`config.mk`:
```
export PLATFORM = sky130hd
export DESIGN_NAME = frame_buffer_pacer
export DESIGN_NICKNAME = d
export VERILOG_FILES = /design/src/rtl/frame_buffer_pacer.sv
export SDC_FILE = /design/constraint.sdc
export NUM_CORES = 1
export LEC_CHECK = 0
export BUFFER_PORTS_ARGS = -buffer_cell sky130_fd_sc_hd__buf_2
export CORE_MARGIN = 5
export CORE_UTILIZATION = 55
export DETAILED_ROUTE_END_ITERATION = 8
export PLACE_DENSITY = 0.71
export SYNTH_ARGS = -nofsm -noshare
export SYNTH_HDL_FRONTEND = slang
export SYNTH_SLANG_ARGS = --single-unit
```
`constraint.sdc`:
```
create_clock -name clk_out1 -period 5 [get_ports clk_out1]
set_clock_uncertainty 0.2 [all_clocks]
set_input_delay 0.25 -clock clk_out1 [delete_from_list [all_inputs] [get_ports clk_out1]]
set_output_delay 0.25 -clock clk_out1 [all_outputs]
set_load 0.05 [all_outputs]
```
`src/rtl/frame_buffer_pacer.sv`:
```
// frame_buffer_pacer
// Collects IN_W-bit filtered samples in a circular buffer and emits them as
// OUT_W-bit slices (most significant slice first), one slice every PACE
// clk_out1 cycles. BURST mode fills the buffer to full and then drains it to
// empty. STREAM mode writes and drains at the same time. A write that cannot
// be stored is dropped and sets a sticky overflow flag.
//
// Ports
//   clk_out1     in   system clock, rising edge
//   rst          in   asynchronous active-high reset
//   din          in   IN_W-bit sample
//   din_valid    in   one-cycle write strobe
//   stream_mode  in   0 = BURST, 1 = STREAM
//   ovf_clr      in   clears the sticky overflow flag
//   dout         out  current output slice
//   dout_valid   out  one-cycle beat strobe for dout
//   full         out  level == DEPTH
//   empty        out  level == 0
//   level        out  words in the buffer (slice register not included)
//   overflow     out  sticky dropped-write flag
//   state        out  00 FILL, 01 DRAIN, 10 STREAM
module frame_buffer_pacer #(
    parameter int unsigned IN_W  = 16,
    parameter int unsigned OUT_W = 8,
    parameter int unsigned DEPTH = 64,
    parameter int unsigned PACE  = 190
) (
    input  logic                     clk_out1,
    input  logic                     rst,
    input  logic [IN_W-1:0]          din,
    input  logic                     din_valid,
    input  logic                     stream_mode,
    input  logic                     ovf_clr,
    output logic [OUT_W-1:0]         dout,
    output logic                     dout_valid,
    output logic                     full,
    output logic                     empty,
    output logic [$clog2(DEPTH):0]   level,
    output logic                     overflow,
    output logic [1:0]               state
);

    localparam int unsigned RATIO = IN_W / OUT_W;
    localparam int unsigned PTR_W = $clog2(DEPTH);
    localparam int unsigned LVL_W = PTR_W + 1;
    localparam int unsigned CNT_W = $clog2(PACE);
    localparam int unsigned REM_W = (RATIO > 1) ? $clog2(RATIO) : 1;

    typedef enum logic [1:0] {
        StFill   = 2'b00,
        StDrain  = 2'b01,
        StStream = 2'b10
    } state_e;

    state_e             st_q, st_d;
    logic [IN_W-1:0]    mem [DEPTH];
    logic [PTR_W-1:0]   wr_ptr_q, rd_ptr_q;
    logic [LVL_W-1:0]   level_q;
    logic [CNT_W-1:0]   cnt_q;
    logic [IN_W-1:0]    sreg_q;   // remaining slices of the popped word, left-aligned
    logic [REM_W-1:0]   rem_q;    // slices still to emit from sreg_q
    logic [OUT_W-1:0]   dout_q;
    logic               dout_valid_q;
    logic               overflow_q;

    logic               tick, pending, beat, pop, wr_ok, is_full, is_empty;
    logic [IN_W-1:0]    rd_word;

    assign is_full  = (level_q == LVL_W'(DEPTH));
    assign is_empty = (level_q == '0);
    assign pending  = (rem_q != '0);
    assign tick     = (st_q != StFill) && (cnt_q == CNT_W'(PACE - 1));
    assign beat     = tick && (pending || !is_empty);
    // A fresh word is taken from the buffer only on the beat that emits its first slice.
    assign pop      = beat && !pending;
    // A pop in the same cycle frees a slot, so a full buffer can still accept.
    assign wr_ok    = din_valid && (st_q != StDrain) && (!is_full || pop);
    assign rd_word  = mem[rd_ptr_q];

    always_comb begin
        st_d = st_q;
        unique case (st_q)
            StFill: begin
                if (stream_mode && is_empty) begin
                    st_d = StStream;
                end else if (is_full) begin
                    st_d = StDrain;
                end
            end
            StDrain: begin
                if (is_empty && !pending) begin
                    st_d = StFill;
                end
            end
            StStream: begin
                if (!stream_mode && is_empty && !pending) begin
                    st_d = StFill;
                end
            end
            default: st_d = StFill;
        endcase
    end

    // Buffer storage needs no reset; contents are don't-care until written.
    always_ff @(posedge clk_out1) begin
        if (wr_ok) begin
            mem[wr_ptr_q] <= din;
        end
    end

    always_ff @(posedge clk_out1 or posedge rst) begin
        if (rst) begin
            st_q         <= StFill;
            wr_ptr_q     <= '0;
            rd_ptr_q     <= '0;
            level_q      <= '0;
            cnt_q        <= '0;
            sreg_q       <= '0;
            rem_q        <= '0;
            dout_q       <= '0;
            dout_valid_q <= 1'b0;
            overflow_q   <= 1'b0;
        end else begin
            st_q <= st_d;

            // Counter rests at 0 in FILL so the first beat lands PACE cycles after leaving it.
            if ((st_q == StFill) || (st_d == StFill) || tick) begin
                cnt_q <= '0;
            end else begin
                cnt_q <= cnt_q + CNT_W'(1);
            end

            dout_valid_q <= beat;
            if (beat) begin
                if (pending) begin
                    dout_q <= sreg_q[IN_W-1 -: OUT_W];
                    sreg_q <= sreg_q << OUT_W;
                    rem_q  <= rem_q - REM_W'(1);
                end else begin
                    dout_q   <= rd_word[IN_W-1 -: OUT_W];
                    sreg_q   <= rd_word << OUT_W;
                    rem_q    <= REM_W'(RATIO - 1);
                    rd_ptr_q <= rd_ptr_q + PTR_W'(1);
                end
            end

            if (wr_ok) begin
                wr_ptr_q <= wr_ptr_q + PTR_W'(1);
            end

            if (wr_ok && !pop) begin
                level_q <= level_q + LVL_W'(1);
            end else if (!wr_ok && pop) begin
                level_q <= level_q - LVL_W'(1);
            end

            // A refused write beats a simultaneous clear.
            if (din_valid && !wr_ok) begin
                overflow_q <= 1'b1;
            end else if (ovf_clr) begin
                overflow_q <= 1'b0;
            end
        end
    end

    assign dout       = dout_q;
    assign dout_valid = dout_valid_q;
    assign full       = is_full;
    assign empty      = is_empty;
    assign level      = level_q;
    assign overflow   = overflow_q;
    assign state      = st_q;

endmodule

```
# Word level (Yosys, flattened, before mapping)
# Memory sizes are Yosys's and may differ from the RTL's.
# Cells that the tools add are included.
[totals]
reg_bits = 56
ramBits = 1024
input_bits = 21
output_inout_bits = 21
n_memories = 1
[classes]
addsub = 6
n_eq_ne = 5
muxes = 15
bitwise = 1
n_reduce_logical = 29
[mem_list]
columns = ["memory", "words", "word_bits", "read_ports", "rd_ports_with_merged_regs", "wr", "line", "text"]
rows = [
  ["mem", 64, 16, 1, 0, 1, "56", "logic [IN_W-1:0] mem [DEPTH];"],
]
[ops]
columns = ["operator", "count"]
rows = [
  ["2-to-1 mux 16 bit", 1],
  ["2-to-1 mux 8 bit", 2],
  ["2-to-1 mux 7 bit", 2],
  ["adder 6 x 1 -> 6 bit (second input constant)", 2],
  ["logical AND 1 bit", 12],
  ["adder 8 x 1 -> 8 bit (second input constant)", 1],
  ["equality test 8 bit (second input constant)", 1],
  ["2-to-1 mux 2 bit", 4],
  ["adder 7 x 1 -> 7 bit (second input constant)", 1],
  ["equality test 7 bit (second input constant)", 1],
  ["zero test 7 bit", 1],
  ["subtractor 7 x 1 -> 7 bit (second input constant)", 1],
  ["zero test 1 bit", 6],
  ["case mux 2 bit (3 select lines)", 1],
  ["nonzero test 2 bit", 3],
  ["2-to-1 mux 1 bit", 5],
  ["zero test 2 bit", 2],
  ["logical OR 1 bit", 4],
  ["equality test 2 x 1 -> 1 bit (second input constant)", 1],
  ["equality test 2 bit (second input constant)", 1],
  ["!= test 2 x 1 -> 1 bit (second input constant)", 1],
  ["AND reduction 2 bit", 1],
  ["NOT 1 bit", 1],
  ["subtractor 1 bit (second input constant)", 1],
]

# Longest topological paths before layout
# Gate-level depths: netlist of the first run.
[logic_depth]
depth_word = 11
mapped_depth = 14

# Worst setup path before layout of the first run
# OpenSTA, ideal clock, no wires.
[synth_timing]
path_type = "flip-flop to flip-flop"
start = "reg level_q[0] (netlist: level[0])"
end = "reg level_q[5] (netlist: level[5])"
setup_time_ps = 123
arrival_time_ps = 3397
path_slack_ps = 1280
stages_incl_launch_ff = 13
n_path_buf = 0
period_less_slack_ps = 3720
cell_sequence = "dfrtp_1 > nor4_1 > nand3_1 > o21ai_1 > inv_2 > ha_1 > inv_1 > ha_1 > a21o_1 > a21oi_1 > o21bai_1 > a2111o_1 > o221a_2"
[synth_via]
elab_chain_cells = 10
elab_cells_between_ends = 18
[synth_rtl]
columns = ["item", "line", "text"]
rows = [
  ["from (decl)", "58", "logic [LVL_W-1:0] level_q;"],
  ["from (signal assigned)", "152", "level_q <= level_q + LVL_W'(1);"],
  ["from (signal assigned)", "154", "level_q <= level_q - LVL_W'(1);"],
  ["zero test 7 bit", "70", "assign is_empty = (level_q == '0);"],
  ["zero test 1 bit", "73", "assign beat = tick && (pending || !is_empty);"],
  ["logical OR 1 bit", "73", ""],
  ["logical AND 1 bit", "73", ""],
  ["logical AND 1 bit", "75", "assign pop = beat && !pending;"],
  ["logical OR 1 bit (*)", "77", "assign wr_ok = din_valid && (st_q != StDrain) && (!is_full || pop);"],
  ["logical AND 1 bit (*)", "77", ""],
  ["net wr_ok", "66", "logic tick, pending, beat, pop, wr_ok, is_full, is_empty;"],
  ["zero test 1 bit", "153", "end else if (!wr_ok && pop) begin"],
  ["logical AND 1 bit", "153", ""],
  ["nonzero test 2 bit (no source line)", "--", ""],
]
# Mark *: on every way through the listed nets, which the timed path passes. The rest lies on a longest branch. The select of a mux whose other input is x is not followed.
# A chain may end at the register's enable or synchronous reset.

# Worst setup path in the final report of the first run
[layout_timing]
start = "reg level_q[0] (netlist: level[0])"
end = "reg level_q[6] (netlist: level[6])"
[layout_via]
elab_chain_cells = 10
elab_cells_between_ends = 18
[layout_rtl]
columns = ["item"]
rows = [
  ["branches (longest 10 deep; another with subtractor 7 x 1 -> 7 bit)"],
]
# Parallel ways; which one is timed is not known. The select of a mux whose other input is x is not followed.

==> flow_summary.ini, run 1 <==
[drt]
route.detailed.drc = 0
finalWirelength_mm = 98.8
drt_iter0_drc = 2592
drt-vias-per-instance = 6.45
firstDrtPassIters = 6
antenna_left = 0
routedWlPerCell_microns = 30.3
num_vias = 21000

[setup_path]
cp-start-kind = register
path_class = register to register
critical-path-top-delay-family = simple AND/OR/NAND/NOR gates
crit_required_ns = 5.33
critical_path_buf_inv_count = 1
critical-path-max-stage-delay_ns = 0.73
crit_arrival_ns = 4.81
r2r_slack_ns = 0.52
critical_path.slowest_cell = nor4_1
ff2ff_path_depth = 11
crit_chain = nor4_1 -> nand3b_1 -> nand2_1 -> ha_1 -> inv_1 -> ha_1 -> a21oi_1 -> o21bai_1 -> a21oi_1 -> o311ai_0 -> xor2_1
r2r_end = level[6]
reg2reg_from = level[0]
end_kind = register
cp_max_fo = 11

[final_layout]
fin_util = 0.618
n_antenna_cell = 0
final_cell_count_no_fill = 3259
fin_nets = 2232
final_common_cell = edfxtp_1
drive_gt1_frac = 0.243
mostFrequentLayoutCells = edfxtp_1 (1024), mux4_2 (230), nor2_1 (116)
final_area_sq_um = 46900
n_fill_cell = 5172
area_growth_syn_to_layout_pct = 11.7

[place]
pre_cts_slack_ns = 0.643
gp_congestion = 0.987
place_area_sq_um = 43700
dp_cells = 3069
portBuffers = 41
post-dp-hpwl_mm = 59.0

[clocking]
cts_buffers = 103
clk_pin_slew_worst_paths_ns = 0.06
tritoncts = yes
clockRootBuffer = clkbuf_16
clk_latency_ns = 0.68
cts_resized = 0
cts_max_level = 3
clkSinkCount = 1072
ctsLongestPathBuffers = 3

[sta]
period_needed_ns = 4.48
holdWs_ns = 0.0847
finalSetupViolCount = 0
setup_tns_ns = 0
tightest_slew_ns = 1.29
max_freq_mhz = 223
fin_crit_sh = 0.896
hold_viol_final = 0
drv_slew = 0
rsz0062_at_grt = no
slew_headroom = 0.139
fin_ws_ns = 0.521

[synth]
syn_area_sq_um = 42000
synth_enable_flop_cells = 1024
synth_top_cell_by_area = edfxtp_1
synth_top_area_frac = 0.732
synthCells = 2059
synth-seq-area-share = 0.761
yosys_most_used_dff = edfxtp_1
ys_types = 60
synthesis.nets = 2091
syn-mean-instance-area_sq_um = 20.4
yosys_warnings = 0
synth-seq-cells = 1072
synthTopCellsByArea = edfxtp_1 (73%), mux4_2 (12%), dfrtp_1 (2.9%)
async_flop_share = 0.0448

[status]
status = complete, no violations

[grt]
grt_usage = 0.242
grt-ovfl-total = 0
grt_pass1_wl_mm = 145
grt_pass1_vias = 21000
grt_max_degree = 71
antenna_found_initial = 2

[pwr]
power_leakage_nw = 14.5
vdd_drop_max_v = 0.000306
power.density_nw_per_um2 = 405
power.total_mw = 19.0

[die]
die_w_microns = 286
coreArea_sq_um = 75800
io_pins = 42
core.rowCount = 101
die_h_microns = 286
die_area_sq_um = 82000
start_util = 0.554

[flow_run]
drv_cap = 0

[worst_hold_path]
hp-class = input pin to register
min_to = mem[49][9]
hold_path_depth = 2
min_from = din[9]
## where the power goes
group	switching (mW)	leakage, nW	internal, mW
Clock	3.20	1.55	4.14
Combinational	0.924	3.13	0.366
Sequential	0.186	9.84	10.2
## state kept, by name, indices dropped and copies added, names as in the netlist
register and cells:
wr_ptr_q 6, rd_ptr_q 6, dout 8, overflow 1
dout_valid 1, state 2, sreg_q 8, cnt_q 8
level 7, mem 1024, pending 1
## metal layers
metal	up-vias	track usage	wire length, microns
met5	-	0	0
met4	0	0.0680	2620
met3	144	0.0438	8600
met2	1018	0.384	48000
met1	11100	0.356	39600
li1	8751	-	-
## how the worst max path moves through the flow
stage          startpoint       end  slack, ns  cells past startpoint
6_report         level[0]  level[6]       0.52                     11
3_3_place_gp     level[0]  level[5]       0.91                     11
5_1_grt          level[1]  level[6]       0.39                     11
4_1_cts          level[1]  level[6]       0.65                     11
2_1_floorplan    level[0]  level[5]       1.28                     12
3_5_place_dp     level[1]  level[6]       0.64                     11
## cell usage after synthesis (all sizes together) (5+ instances only)
cell	number
a21oi	6
o221ai	8
mux2	27
a211oi	19
dfrtp	48
a211o	6
and2	9
a311oi	8
mux2i	89
inv	17
nor4	12
o41a	8
or2	6
nand2b	13
mux4	230
nor2b	27
nand2	73
nand3b	5
nand3	36
a2111oi	8
or3	11
nor2	116
o21ai	12
o22ai	39
clkbuf	39
ha	10
xor2	8
buf	76
nand4	12
nor3	11
xnor2	12
edfxtp	1024
## worst reg2reg max path, cell delays in order (launching register included)
cell,delay (ns)
dfrtp_1,0.44
nor4_1,0.73
nand3b_1,0.56
nand2_1,0.50
ha_1,0.30
inv_1,0.16
ha_1,0.37
a21oi_1,0.08
o21bai_1,0.28
a21oi_1,0.13
o311ai_0,0.47
xor2_1,0.12
## what timing repair did
item	in CTS	in global routing
endpoints found under the hold margin	58	0
setup buffers	0	0
hold buffers	4	0
## kinds of logic (layout without fill, tap and decap cells)
kind of cell,count (synthesis),after routing,share of synthesized area
AOI/OAI and AO/OA,133,133,0.0235
xor gates and xnor gates,20,20,0.00417
adders and majority gates,11,11,0.00346
buffers and inverters,134,356,0.0165
DFF,1072,1072,0.761
muxes,346,346,0.152
and+or+nand+nor,343,343,0.0397
## cell type report
| class | count | area (sq um) | share of cell area |
|---|---|---|---|
| Clock inverter | 55 | 434 | 0.00926 |
| Timing Repair Buffer | 151 | 1100 | 0.0235 |
| Sequential cell | 1072 | 32000 | 0.682 |
| Inverter | 19 | 71.3 | 0.00152 |
| Clock buffer | 131 | 2750 | 0.0586 |
| Tap cell | 978 | 1220 | 0.0261 |
| Multi-Input combinational cell | 853 | 9350 | 0.199 |
Note: power is estimated with default switching activity, not from simulation.
==> run 2, diff against run 1 <==
--- a/config.mk
+++ b/config.mk
@@ -9,6 +9,7 @@
 export CORE_MARGIN = 5
 export CORE_UTILIZATION = 55
 export DETAILED_ROUTE_END_ITERATION = 8
+export GPL_TIMING_DRIVEN = 0
 export PLACE_DENSITY = 0.71
 export SYNTH_ARGS = -nofsm -noshare
 export SYNTH_HDL_FRONTEND = slang
==> flow_summary.ini, run 2 (same netlist as run 1, synthesis figures left out) <==
[status]
status = complete, no violations

[clocking]
clk_pin_slew_worst_paths_ns = 0.06
tritoncts = yes
cts_buffers = 103
postCtsSetupRepairBufs = 0
clkSinkCount = 1072
clk_latency_ns = 0.67
cts_max_level = 3
clockRootBuffer = clkbuf_16
ctsLongestPathBuffers = 3

[final_layout]
mostFrequentLayoutCells = edfxtp_1 (1024), mux4_2 (230), clkbuf_16 (104)
multi_input_area_sq_um = 9510
fin_nets = 2306
largest_reg_flops = 1024
regMostFlops = mem
area_growth_syn_to_layout_pct = 14.5
final_common_cell = edfxtp_1
n_fill_cell = 4984
drive_gt1_frac = 0.276
seqCellArea_sq_um = 32000

[setup_path]
path_class = register to register
ff2ff_path_depth = 12
reg2reg_from = level[0]
r2r_end = level[6]
crit_arrival_ns = 5.19
r2r_slack_ns = 0.21
crit_end = level[6]
cp-start-kind = register
cp_max_fo = 8
cp-startpoint = level[0]
end_kind = register
crit_required_ns = 5.40

[place]
pre_cts_slack_ns = 0.358
post-dp-hpwl_mm = 72.5
portBuffers = 41
gp_congestion = 0.941

[sta]
rsz0062_at_grt = no
tightest_slew_ns = 1.41
slew_headroom = 0.0378
fin_crit_sh = 0.958
setup_tns_ns = 0
finalSetupViolCount = 0
hold_viol_final = 0
fin_ws_ns = 0.210
max_freq_mhz = 209
period_needed_ns = 4.79
drv_slew = 0

[grt]
grt_pass1_vias = 22100
grt_usage = 0.272
antenna_found_initial = 8
grt_max_degree = 65
grt-ovfl-total = 0
grt_pass1_wl_mm = 159

[die]
die_w_microns = 286
core.rowCount = 101
coreArea_sq_um = 75800
start_util = 0.554
die_h_microns = 286
io_pins = 42
die_area_sq_um = 82000

[pwr]
power.density_nw_per_um2 = 405
power_leakage_nw = 14.9
vdd_drop_max_v = 0.000259

[drt]
finalWirelength_mm = 110
routedWlPerCell_microns = 33.0
firstDrtPassIters = 5
drt-vias-per-instance = 6.58
num_vias = 22000
antenna_left = 0
drt_iter0_drc = 2942
route.detailed.drc = 0

[worst_hold_path]
min_from = din[10]
hp-class = input pin to register

[flow_run]
drv_cap = 0
run 2: worst min-delay path by stage:
stage | endpoint | slack, ns | cells past startpoint
4_1_cts | wr_ptr_q[5] | 0.04 | 5
5_1_grt | mem[57][10] | 0.03 | 1
6_report | mem[57][10] | 0.01 | 1
2_1_floorplan | mem[0][0] | 0.15 | 0
3_3_place_gp | overflow | 0.25 | 2
3_5_place_dp | cnt_q[2] | -0.02 | 2
run 2: timing repair:
| action | CTS | global route |
|---|---|---|
| gates resized for setup | 0 | 0 |
| hold endpoints to repair | 57 | 24 |
| hold buffers | 5 | 1 |
run 2: power by group:
group / switching (mW) / total (mW) / internal [mW]
Combinational: 1.04 / 1.46 / 0.416
Sequential: 0.123 / 10.3 / 10.2
Clock: 3.32 / 7.68 / 4.36
run 2: routing by layer:
metal,vias to the layer above,global-route usage,wire [microns]
li1,8904,-,-
met1,11600,0.395,43400
met2,1309,0.415,51100
met3,193,0.0644,11600
met4,2,0.0964,4160
met5,-,0,12
run 2: layout make-up:
| type | count | share of cell area |
|---|---|---|
| multi-input cells | 853 | 0.198 |
| plain buffers | 115 | 0.0130 |
| inverters | 19 | 0.00148 |
| repair buffers | 110 | 0.0281 |
| flip-flops and latches | 1072 | 0.665 |
| clock inverters | 69 | 0.0127 |
| clock buffers | 124 | 0.0567 |
| well taps | 978 | 0.0255 |
| diodes | 2 | 0.000104 |
run 2: critical path, stage by stage, from the launching register on:
cell,delay (ns)
dfrtp_1,0.44
nor4_1,0.73
nand3_1,0.37
o21ai_1,0.75
inv_2,0.27
ha_1,0.31
inv_1,0.21
fa_1,0.27
a21oi_1,0.09
o21bai_1,0.30
a21oi_1,0.13
o311ai_0,0.44
xor2_1,0.18
run 2: per-stage QoR:
step / cell area (sq um) / total power, mW / utilization / hold WS, ns / cells
finish: 48100 / 19.4 / 0.634 / 0.0121 / 3342
floorplan: 42000 / 11.3 / - / 0.149 / 2059
CTS: 48000 / 19.5 / 0.633 / 0.0376 / 3338
detailed placement: 44600 / 11.9 / 0.589 / -0.0182 / 3140
global placement: 43400 / 11.7 / 0.573 / 0.249 / 3078
global route: 48100 / 20.1 / 0.634 / 0.0348 / 3340
